**src/rtl/dmem_pkg.sv**
```systemverilog
// Shared types and helpers for the banked data-memory responder.
package dmem_pkg;

    typedef enum logic [1:0] {
        IDLE,
        BUSY,
        RESPOND,
        DROP
    } chan_state_e;

    typedef enum logic {
        OP_READ,
        OP_WRITE
    } op_e;

    // Index width for an n-entry selector; never narrower than one bit.
    function automatic int idx_w(input int n);
        return (n > 1) ? $clog2(n) : 1;
    endfunction

    localparam int DEF_NUM_BANKS = 2;
    localparam int BANK_IDX_W    = idx_w(DEF_NUM_BANKS);

endpackage

```
**src/rtl/dmem_bank.sv**
```systemverilog
// One memory bank: round-robin channel arbiter plus a single-port word array.
// The array is accessed only by the granted channel in the grant cycle.
module dmem_bank
    import dmem_pkg::*;
#(
    parameter int NUM_CHANNELS = 8,
    parameter int LOC_W        = 7,
    parameter int DATA_BITS    = 8
) (
    input  logic                                    clk,
    input  logic                                    reset,
    input  logic [NUM_CHANNELS-1:0]                 req,
    input  logic [NUM_CHANNELS-1:0]                 is_write,
    input  logic [NUM_CHANNELS-1:0][LOC_W-1:0]      loc,
    input  logic [NUM_CHANNELS-1:0][DATA_BITS-1:0]  wdata,
    output logic [NUM_CHANNELS-1:0]                 grant,
    output logic [DATA_BITS-1:0]                    rdata
);

    localparam int DEPTH = 1 << LOC_W;
    localparam int CH_W  = idx_w(NUM_CHANNELS);

    logic [DATA_BITS-1:0] mem [DEPTH];
    logic [CH_W-1:0]      ptr_q;
    logic [CH_W-1:0]      gidx;
    logic                 found;

    // Pick the first requester at or after the pointer; expose its read word.
    always_comb begin
        logic [CH_W-1:0] idx;
        idx   = '0;
        found = 1'b0;
        gidx  = ptr_q;
        for (int i = 0; i < NUM_CHANNELS; i++) begin
            idx = CH_W'((int'(ptr_q) + i) % NUM_CHANNELS);
            if (!found && req[idx]) begin
                found = 1'b1;
                gidx  = idx;
            end
        end
        grant = '0;
        if (found) grant[gidx] = 1'b1;
        rdata = mem[loc[gidx]];
    end

    // Commit granted writes and rotate the pointer past the winner.
    always_ff @(posedge clk) begin
        if (reset) begin
            ptr_q <= '0;
            for (int a = 0; a < DEPTH; a++) mem[LOC_W'(a)] <= '0;
        end else if (found) begin
            if (is_write[gidx]) mem[loc[gidx]] <= wdata[gidx];
            ptr_q <= (gidx == CH_W'(NUM_CHANNELS - 1)) ? '0 : gidx + 1'b1;
        end
    end

endmodule

```
**src/rtl/dmem_responder.sv**
```systemverilog
// Banked data-memory responder: per-channel request FSMs feeding one arbiter
// per bank. Bank = low address bits; NUM_BANKS must be a power of two >= 2.
module dmem_responder
    import dmem_pkg::*;
#(
    parameter int ADDR_BITS    = 8,
    parameter int DATA_BITS    = 8,
    parameter int NUM_CHANNELS = 8,
    parameter int NUM_BANKS    = DEF_NUM_BANKS,
    parameter int LATENCY      = 2
) (
    input  logic                                    clk,
    input  logic                                    reset,
    input  logic [NUM_CHANNELS-1:0]                 mem_read_valid,
    input  logic [NUM_CHANNELS-1:0][ADDR_BITS-1:0]  mem_read_address,
    output logic [NUM_CHANNELS-1:0]                 mem_read_ready,
    output logic [NUM_CHANNELS-1:0][DATA_BITS-1:0]  mem_read_data,
    input  logic [NUM_CHANNELS-1:0]                 mem_write_valid,
    input  logic [NUM_CHANNELS-1:0][ADDR_BITS-1:0]  mem_write_address,
    input  logic [NUM_CHANNELS-1:0][DATA_BITS-1:0]  mem_write_data,
    output logic [NUM_CHANNELS-1:0]                 mem_write_ready
);

    localparam int BANK_W = idx_w(NUM_BANKS);
    localparam int LOC_W  = ADDR_BITS - BANK_W;
    localparam int CNT_W  = idx_w(LATENCY);

    logic [NUM_CHANNELS-1:0]                 req_vld;
    logic [NUM_CHANNELS-1:0]                 req_wr;
    logic [NUM_CHANNELS-1:0][BANK_W-1:0]     req_bank;
    logic [NUM_CHANNELS-1:0][LOC_W-1:0]      req_loc;
    logic [NUM_CHANNELS-1:0]                 granted;
    logic [NUM_BANKS-1:0][NUM_CHANNELS-1:0]  bank_req;
    logic [NUM_BANKS-1:0][NUM_CHANNELS-1:0]  bank_gnt;
    logic [NUM_BANKS-1:0][DATA_BITS-1:0]     bank_rdata;

    for (genvar b = 0; b < NUM_BANKS; b++) begin : g_bank
        for (genvar c = 0; c < NUM_CHANNELS; c++) begin : g_route
            assign bank_req[b][c] = req_vld[c] && (req_bank[c] == BANK_W'(b));
        end

        dmem_bank #(
            .NUM_CHANNELS (NUM_CHANNELS),
            .LOC_W        (LOC_W),
            .DATA_BITS    (DATA_BITS)
        ) u_bank (
            .clk      (clk),
            .reset    (reset),
            .req      (bank_req[b]),
            .is_write (req_wr),
            .loc      (req_loc),
            .wdata    (mem_write_data),
            .grant    (bank_gnt[b]),
            .rdata    (bank_rdata[b])
        );
    end

    for (genvar c = 0; c < NUM_CHANNELS; c++) begin : g_chan
        chan_state_e           state_q, state_d;
        op_e                   op_q, op_d;
        logic [CNT_W-1:0]      cnt_q, cnt_d;
        logic [DATA_BITS-1:0]  data_q;
        logic [ADDR_BITS-1:0]  addr;

        // A pending read always wins over a pending write on the same channel.
        assign addr        = mem_read_valid[c] ? mem_read_address[c] : mem_write_address[c];
        assign req_vld[c]  = (state_q == IDLE) && (mem_read_valid[c] || mem_write_valid[c]);
        assign req_wr[c]   = !mem_read_valid[c];
        assign req_bank[c] = addr[BANK_W-1:0];
        assign req_loc[c]  = addr[ADDR_BITS-1:BANK_W];
        assign granted[c]  = bank_gnt[req_bank[c]][c];

        // Channel state, latched op and latency counter.
        always_ff @(posedge clk) begin
            if (reset) begin
                state_q <= IDLE;
                op_q    <= OP_READ;
                cnt_q   <= '0;
            end else begin
                state_q <= state_d;
                op_q    <= op_d;
                cnt_q   <= cnt_d;
            end
        end

        // Next state: grant -> wait LATENCY-1 cycles -> one ready cycle -> wait for valid low.
        always_comb begin
            state_d = state_q;
            op_d    = op_q;
            cnt_d   = cnt_q;
            case (state_q)
                IDLE: begin
                    if (granted[c]) begin
                        op_d = req_wr[c] ? OP_WRITE : OP_READ;
                        if (LATENCY == 1) begin
                            state_d = RESPOND;
                        end else begin
                            state_d = BUSY;
                            cnt_d   = CNT_W'(LATENCY - 1);
                        end
                    end
                end
                BUSY: begin
                    if (cnt_q <= CNT_W'(1)) state_d = RESPOND;
                    else                    cnt_d   = cnt_q - 1'b1;
                end
                RESPOND: state_d = DROP;
                DROP: begin
                    if ((op_q == OP_READ) ? !mem_read_valid[c] : !mem_write_valid[c])
                        state_d = IDLE;
                end
                default: state_d = IDLE;
            endcase
        end

        // Read word is captured at the grant edge and held until the next read grant.
        always_ff @(posedge clk) begin
            if (reset)                       data_q <= '0;
            else if (granted[c] && !req_wr[c]) data_q <= bank_rdata[req_bank[c]];
        end

        assign mem_read_ready[c]  = (state_q == RESPOND) && (op_q == OP_READ);
        assign mem_write_ready[c] = (state_q == RESPOND) && (op_q == OP_WRITE);
        assign mem_read_data[c]   = data_q;
    end

endmodule

```
**config.mk**
```make
export PLATFORM = sky130hd
export DESIGN_NAME = dmem_responder
export DESIGN_NICKNAME = d
export VERILOG_FILES = /design/src/rtl/dmem_pkg.sv /design/src/rtl/dmem_bank.sv /design/src/rtl/dmem_responder.sv
export SDC_FILE = /design/constraint.sdc
export NUM_CORES = 2
export LEC_CHECK = 0
export ABC_AREA = 1
export CAP_MARGIN = 20
export CORE_MARGIN = 5
export CORE_UTILIZATION = 31
export DETAILED_ROUTE_END_ITERATION = 8
export PLACE_DENSITY_LB_ADDON = 0.3
export SKIP_CTS_REPAIR_TIMING = 1
export SLEW_MARGIN = 20
export SYNTH_ARGS = -nofsm -noshare
export SYNTH_HDL_FRONTEND = slang
export SYNTH_SLANG_ARGS = --single-unit
```
**constraint.sdc**
```tcl
create_clock -name clk -period 9.5 [get_ports clk]
set_input_delay 1.425 -clock clk [delete_from_list [all_inputs] [get_ports clk]]
set_output_delay 1.425 -clock clk [all_outputs]
set_load 0.1 [all_outputs]
```
Word-level counts from Yosys, hierarchy flattened
Memory sizes are Yosys's and may differ from the RTL's.
Index checks and enable logic that the tools add are counted.
{ "word_totals": {"reg_bits": 102, "out_inout_bits": 80, "memories": 2, "in_bits": 210, "mem_bits_rw": 2048} }
{ "classes": {"n_mux": 210, "n_bitwise": 16, "add_sub_neg": 24, "n_reduce_logical": 144, "magnitude_cmp": 36, "n_eq_ne": 58} }
{ "memory_table": {"columns": ["name", "words", "word_bits", "read_ports", "rd_clocked_by_memory_dff", "wr", "line_no", "source"], "rows": [
  ["g_bank[0].u_bank.mem", 128, 8, 1, 0, 128, "dmem_bank.sv:23", "logic [DATA_BITS-1:0] mem [DEPTH];"],
  ["g_bank[1].u_bank.mem", 128, 8, 1, 0, 128, "dmem_bank.sv:23", null]
]} }
{ "ops": {"columns": ["op", "n"], "rows": [
  ["8-bit 2-to-1 mux", 32],
  ["1-bit 2-to-1 mux", 82],
  ["3-bit by 4-bit < comparator with 1-bit output, second input constant", 18],
  ["1-bit logical AND", 64],
  ["2-bit != test, second input constant", 32],
  ["2-bit case mux with 4 select lines", 8],
  ["1-bit binary-select mux with 3-bit select", 18],
  ["3-bit 2-to-1 mux", 18],
  ["2-bit 2-to-1 mux", 26],
  ["8-bit binary-select mux with 3-bit select", 2],
  ["3-bit AND reduction", 16],
  ["7-bit binary-select mux with 3-bit select", 2],
  ["7-bit 2-to-1 mux", 6],
  ["2-bit equality test, second input constant", 16],
  ["1-bit logical NOT", 30],
  ["3-bit adder, second input constant", 8],
  ["2-bit by 1-bit equality test with 1-bit output, second input constant", 8],
  ["2-bit logical NOT", 8],
  ["1-bit by 2-bit < comparator with 1-bit output, second input constant", 8],
  ["1-bit inverter", 16],
  ["1-bit case mux with 2 select lines", 8],
  ["2-bit AND reduction", 8],
  ["2-bit nonzero test", 8],
  ["8-bit OR reduction", 2],
  ["other kinds (11)", 44]
]} }

Longest topological paths before layout
{ "depth": {"word_depth": 36, "depth_mapped": 42, "ltp_nobuf": 39} }

Cells and area by module
Synthesis repeated with hierarchy kept, for this count alone.
{ "unflattened": {"cells_unflattened": 12680, "hier_area_um2": 106846.2} }
{ "by_module_without_submodules": {"columns": ["mod", "n_inst", "cells_each", "area_each_um2"], "rows": [
  ["dmem_bank at g_bank[1].u_bank", 1, 5767, 50293.2],
  ["dmem_bank at g_bank[0].u_bank", 1, 5768, 49951.7],
  ["dmem_responder", 1, 1145, 6601.3]
]} }

Worst setup path before layout
OpenSTA, ideal clock, no wires.
{ "synth_path": {"kind": "in2reg", "start": "input port mem_read_valid[1]", "end": "memory g_bank[0].u_bank.mem[101][0] (enable)", "t_required_ps": 9171, "t_arrival_ps": 5107, "path_stages": 26, "setup_slack_ps": 4064, "cell_sequence": "buf_2 -> nand2_1 -> nand2_4 -> nand3_1 -> nand3_1 -> nand2_1 -> nand2_1 -> nand2_1 -> nand2_1 -> nor2_2 -> nand3_2 -> nor2_4 -> nand3_2 -> nand2_2 -> nand2_4 -> buf_4 -> nand2_1 -> o21ai_0 -> a22oi_1 -> nand2_1 -> buf_2 -> buf_2 -> buf_2 -> nor4_4 -> nand2_2 -> nand2_1"} }
{ "synth_lines": {"columns": ["item", "line_no", "source"], "rows": [
  ["start, declared", "dmem_responder.sv:14", "input logic [NUM_CHANNELS-1:0] mem_read_valid,"],
  ["end, declared", "dmem_bank.sv:23", null]
]} }

==> impl_metrics.toml <==
[logic_synthesis]
synth-main-ff-cell = "edfxtp_1"
synthSimpleGateAreaFrac = 0.3468
synthTopCellsByCount = "nand2_1, nor2_1, edfxtp_1"
synth_top_family_by_area = "simple AND/OR/NAND/NOR gates"
syn-cell-area_mm2 = 0.1081
synth.area.mux_share = 0.002964
ys_top_cells_by_area = "edfxtp_1, nand2_1, nor2_1"
synth-xor-area-share = 0.0004863
yosysTopAreaCellShare = 0.5691
yosysSeqAreaShare = 0.5865
yosys_warnings = 0
ys_types = 49
synth_edf_count = 2048
synth_adder_area_share = 0.003474
netlist.top_cell.by_area = "edfxtp_1"
synthMostInstantiatedCell = "nand2_1"
synthCells = 13080
avgSynthCellArea_um2 = 8.264
synth-compound-area-share = 0.01789
ys_ff_latch = 2142
async_reset_ff_frac = 0
synth.net_count = 13320

[floorplanning]
fp.dieH_um = 600.4
initial_core_util = 0.3117
die_area_mm2 = 0.3605
row_count = 216
boundaryPins = 290
die_x_um = 600.4
coreArea_mm2 = 0.3467

[clock_tree]
htreeDepth = 4
clkLatencyLatePin_ns = 0.95
clk_pin_slew_ns = 0.06
cts_root_buf = "clkbuf_16"
clock_sinks = 2142
cts_buffers = 233
cts.path.max_buffers = 4
cts_tree = "yes"

[worst_setup_path]
critPathKind = "in2reg"
worstPathArrival_ns = 8.55
worstSetupStartpoint = "mem_read_valid[3]"
rr_worst_depth = 28
r2r_setup_slack_ns = 1.97
end_kind = "flop"
regToRegStartpoint = "g_bank[0].u_bank.ptr_q[0]$_SDFFE_PP0N_"
r2r-end = "g_chan[2].data_q[1]$_SDFFE_PP0P_"
crit_fanout = 85
cp-endpoint = "g_bank[1].u_bank.mem[89][0]$_SDFFCE_PN0P_"
worst_ep_required_time_ns = 10.11
start_kind = "primary input"

[global_route]
grt_pass1_vias = 83650
grt_max_degree = 163
track_usage = 0.1965
antenna_found_initial = 4
gr-total-overflow = 0
grt_pass1_wl_um = 547700

[final_layout]
nets = 13210
post-route-cell-area_mm2 = 0.1227
final_cells = 17740
syn2layout_area_growth_pct = 13.57
fill_cells = 35660
drive_gt1_frac = 0.05616

[placement]
portBuffers = 289
gp_congestion = 0.9201
placed_area_mm2 = 0.1156
place_inst = 17320
hpwl_um = 237600
pre_cts_slack_ns = 0.6723

[route]
wirelength_um = 369100
drc = 0
vias = 87890
postRouteAntennaNets = 0
drt_iter0_drc = 8877
firstDrtPassIters = 9
viasPerCell = 4.955
wl_per_cell_um = 20.81

[sta]
hold_viol = 0
fin_crit_ns = 7.944
max_freq_mhz = 125.9
slew_headroom = 0.2092
finalSetupViolCount = 0
rsz0062_at_grt = "false"
worst_pin_slew_ns = 1.182
fin_skew_ns = 0.1057
period_share = 0.8362
slew_viol_final = 0
setup_tns_ns = 0
finalWorstSetupSlack_ns = 1.556

[hold_path]
hold_path_class = "reg2reg"

[outcome]
status = "complete, no violations"

[run]
cap_violations = 0
-- kinds of logic (layout without fill, tap and decap cells) --
family,count (synthesis),after routing
AND/OR/NAND/NOR,9437,9437
flip-flops,2142,2142
buffers and inverters,1083,1164
AO/OA/AOI/OAI,347,347
multiplexers,32,32
adder cells (fa/ha/maj),30,30
XOR/XNOR,6,6
other,0,1
-- critical path, stage by stage --
cell             delay (ns)
clkdlybuf4s50_1        0.96
inv_2                  0.26
nand2_1                0.14
nand2_2                0.17
nand3_1                0.16
nand3_1                0.11
nand3_1                0.11
nand2_2                0.10
nor2_2                 0.20
nand4_2                0.13
nor2_4                 0.17
nand3_1                0.18
nand2_2                0.17
nand2_4                0.40
buf_4                  0.43
nand2_1                0.10
o21ai_1                0.08
a22oi_2                0.34
nand2_1                0.31
nor2_4                 0.17
buf_4                  0.47
inv_2                  0.22
nor3_4                 0.80
nand2_2                0.39
nand2_1                0.41
-- area by class of cell --
class / instances / area (um^2) / area share
diodes: 1 / 2.502 / 0.00002039
multi-input cells: 9852 / 40330 / 0.3286
clock buffers: 291 / 6091 / 0.04963
flip-flops and latches: 2142 / 63380 / 0.5164
repair buffers: 497 / 5097 / 0.04153
well taps: 4578 / 5728 / 0.04667
inverters: 247 / 1045 / 0.008513
clock inverters: 129 / 1060 / 0.008635
-- per-layer routing --
| metal | part of all wire | vias up | wire [um] | GRT usage |
|---|---|---|---|---|
| met4 | 0.040 | 0 | 14860 | 0.07076 |
| li1 | - | 41960 | - | - |
| met2 | 0.48 | 3128 | 175900 | 0.3287 |
| met5 | 0 | - | 0 | 0 |
| met1 | 0.42 | 42180 | 154500 | 0.2616 |
| met3 | 0.064 | 624 | 23760 | 0.02499 |
-- layout by cell type (no fill, tap or decap), types with 14 or more instances in the layout --
| cell type | synthesis | layout |
|---|---|---|
| buf_4 | 27 | 157 |
| nand2_1 | 6013 | 6005 |
| bufinv_16 | 0 | 17 |
| clkbuf_16 | 0 | 235 |
| clkinv_2 | 0 | 37 |
| a22oi_1 | 25 | 25 |
| a21oi_1 | 77 | 77 |
| inv_6 | 0 | 24 |
| o21ai_1 | 14 | 14 |
| edfxtp_1 | 2048 | 2048 |
| nand2_2 | 75 | 73 |
| nand3_1 | 962 | 961 |
| ha_1 | 30 | 30 |
| nor4_4 | 13 | 14 |
| dfxtp_1 | 94 | 94 |
| buf_12 | 0 | 52 |
| nor3_1 | 19 | 18 |
| nor2_2 | 28 | 36 |
| inv_1 | 214 | 197 |
| mux2i_1 | 32 | 32 |
| nor2_1 | 2275 | 2264 |
| clkinv_1 | 11 | 71 |
| clkdlybuf4s50_1 | 0 | 287 |
| clkbuf_1 | 504 | 56 |
| o21ai_0 | 199 | 199 |
| nand2_4 | 12 | 21 |
| inv_2 | 22 | 16 |
-- per-stage QoR --
step           hold slack [ns]    util
6_report                0.4695  0.3540
4_1_cts                 0.4713  0.3539
3_5_place_dp            0.4612  0.3333
3_3_place_gp            0.4593  0.3333
2_1_floorplan           0.4677       -
5_1_grt                 0.5026  0.3540
-- worst min-delay path by stage --
stage,from,end,slack (ns),cells past startpoint
detailed placement,g_chan[6].data_q[3]$_SDFFE_PP0P_,g_chan[6].data_q[3]$_SDFFE_PP0P_,0.46,2
global placement,g_chan[6].data_q[7]$_SDFFE_PP0P_,g_chan[6].data_q[7]$_SDFFE_PP0P_,0.46,2
global route,g_chan[2].data_q[6]$_SDFFE_PP0P_,g_chan[2].data_q[6]$_SDFFE_PP0P_,0.50,2
floorplan,g_chan[0].state_q[1]$_SDFFE_PP0P_,g_chan[0].state_q[1]$_SDFFE_PP0P_,0.47,2
finish,g_chan[6].data_q[3]$_SDFFE_PP0P_,g_chan[6].data_q[3]$_SDFFE_PP0P_,0.47,2
CTS,g_chan[4].data_q[6]$_SDFFE_PP0P_,g_chan[4].data_q[6]$_SDFFE_PP0P_,0.47,2
-- flip-flops by register name, summed over array words and instances (netlist names) --
name and flops:
g_bank.u_bank.ptr_q 6, g_bank.u_bank.mem 2048, g_chan.data_q 64, g_chan.state_q 16, g_chan.op_q 8
Power is left out: the tool's default activity adds up to more than one toggle a clock period on the data nets, which glitch-free logic cannot reach.
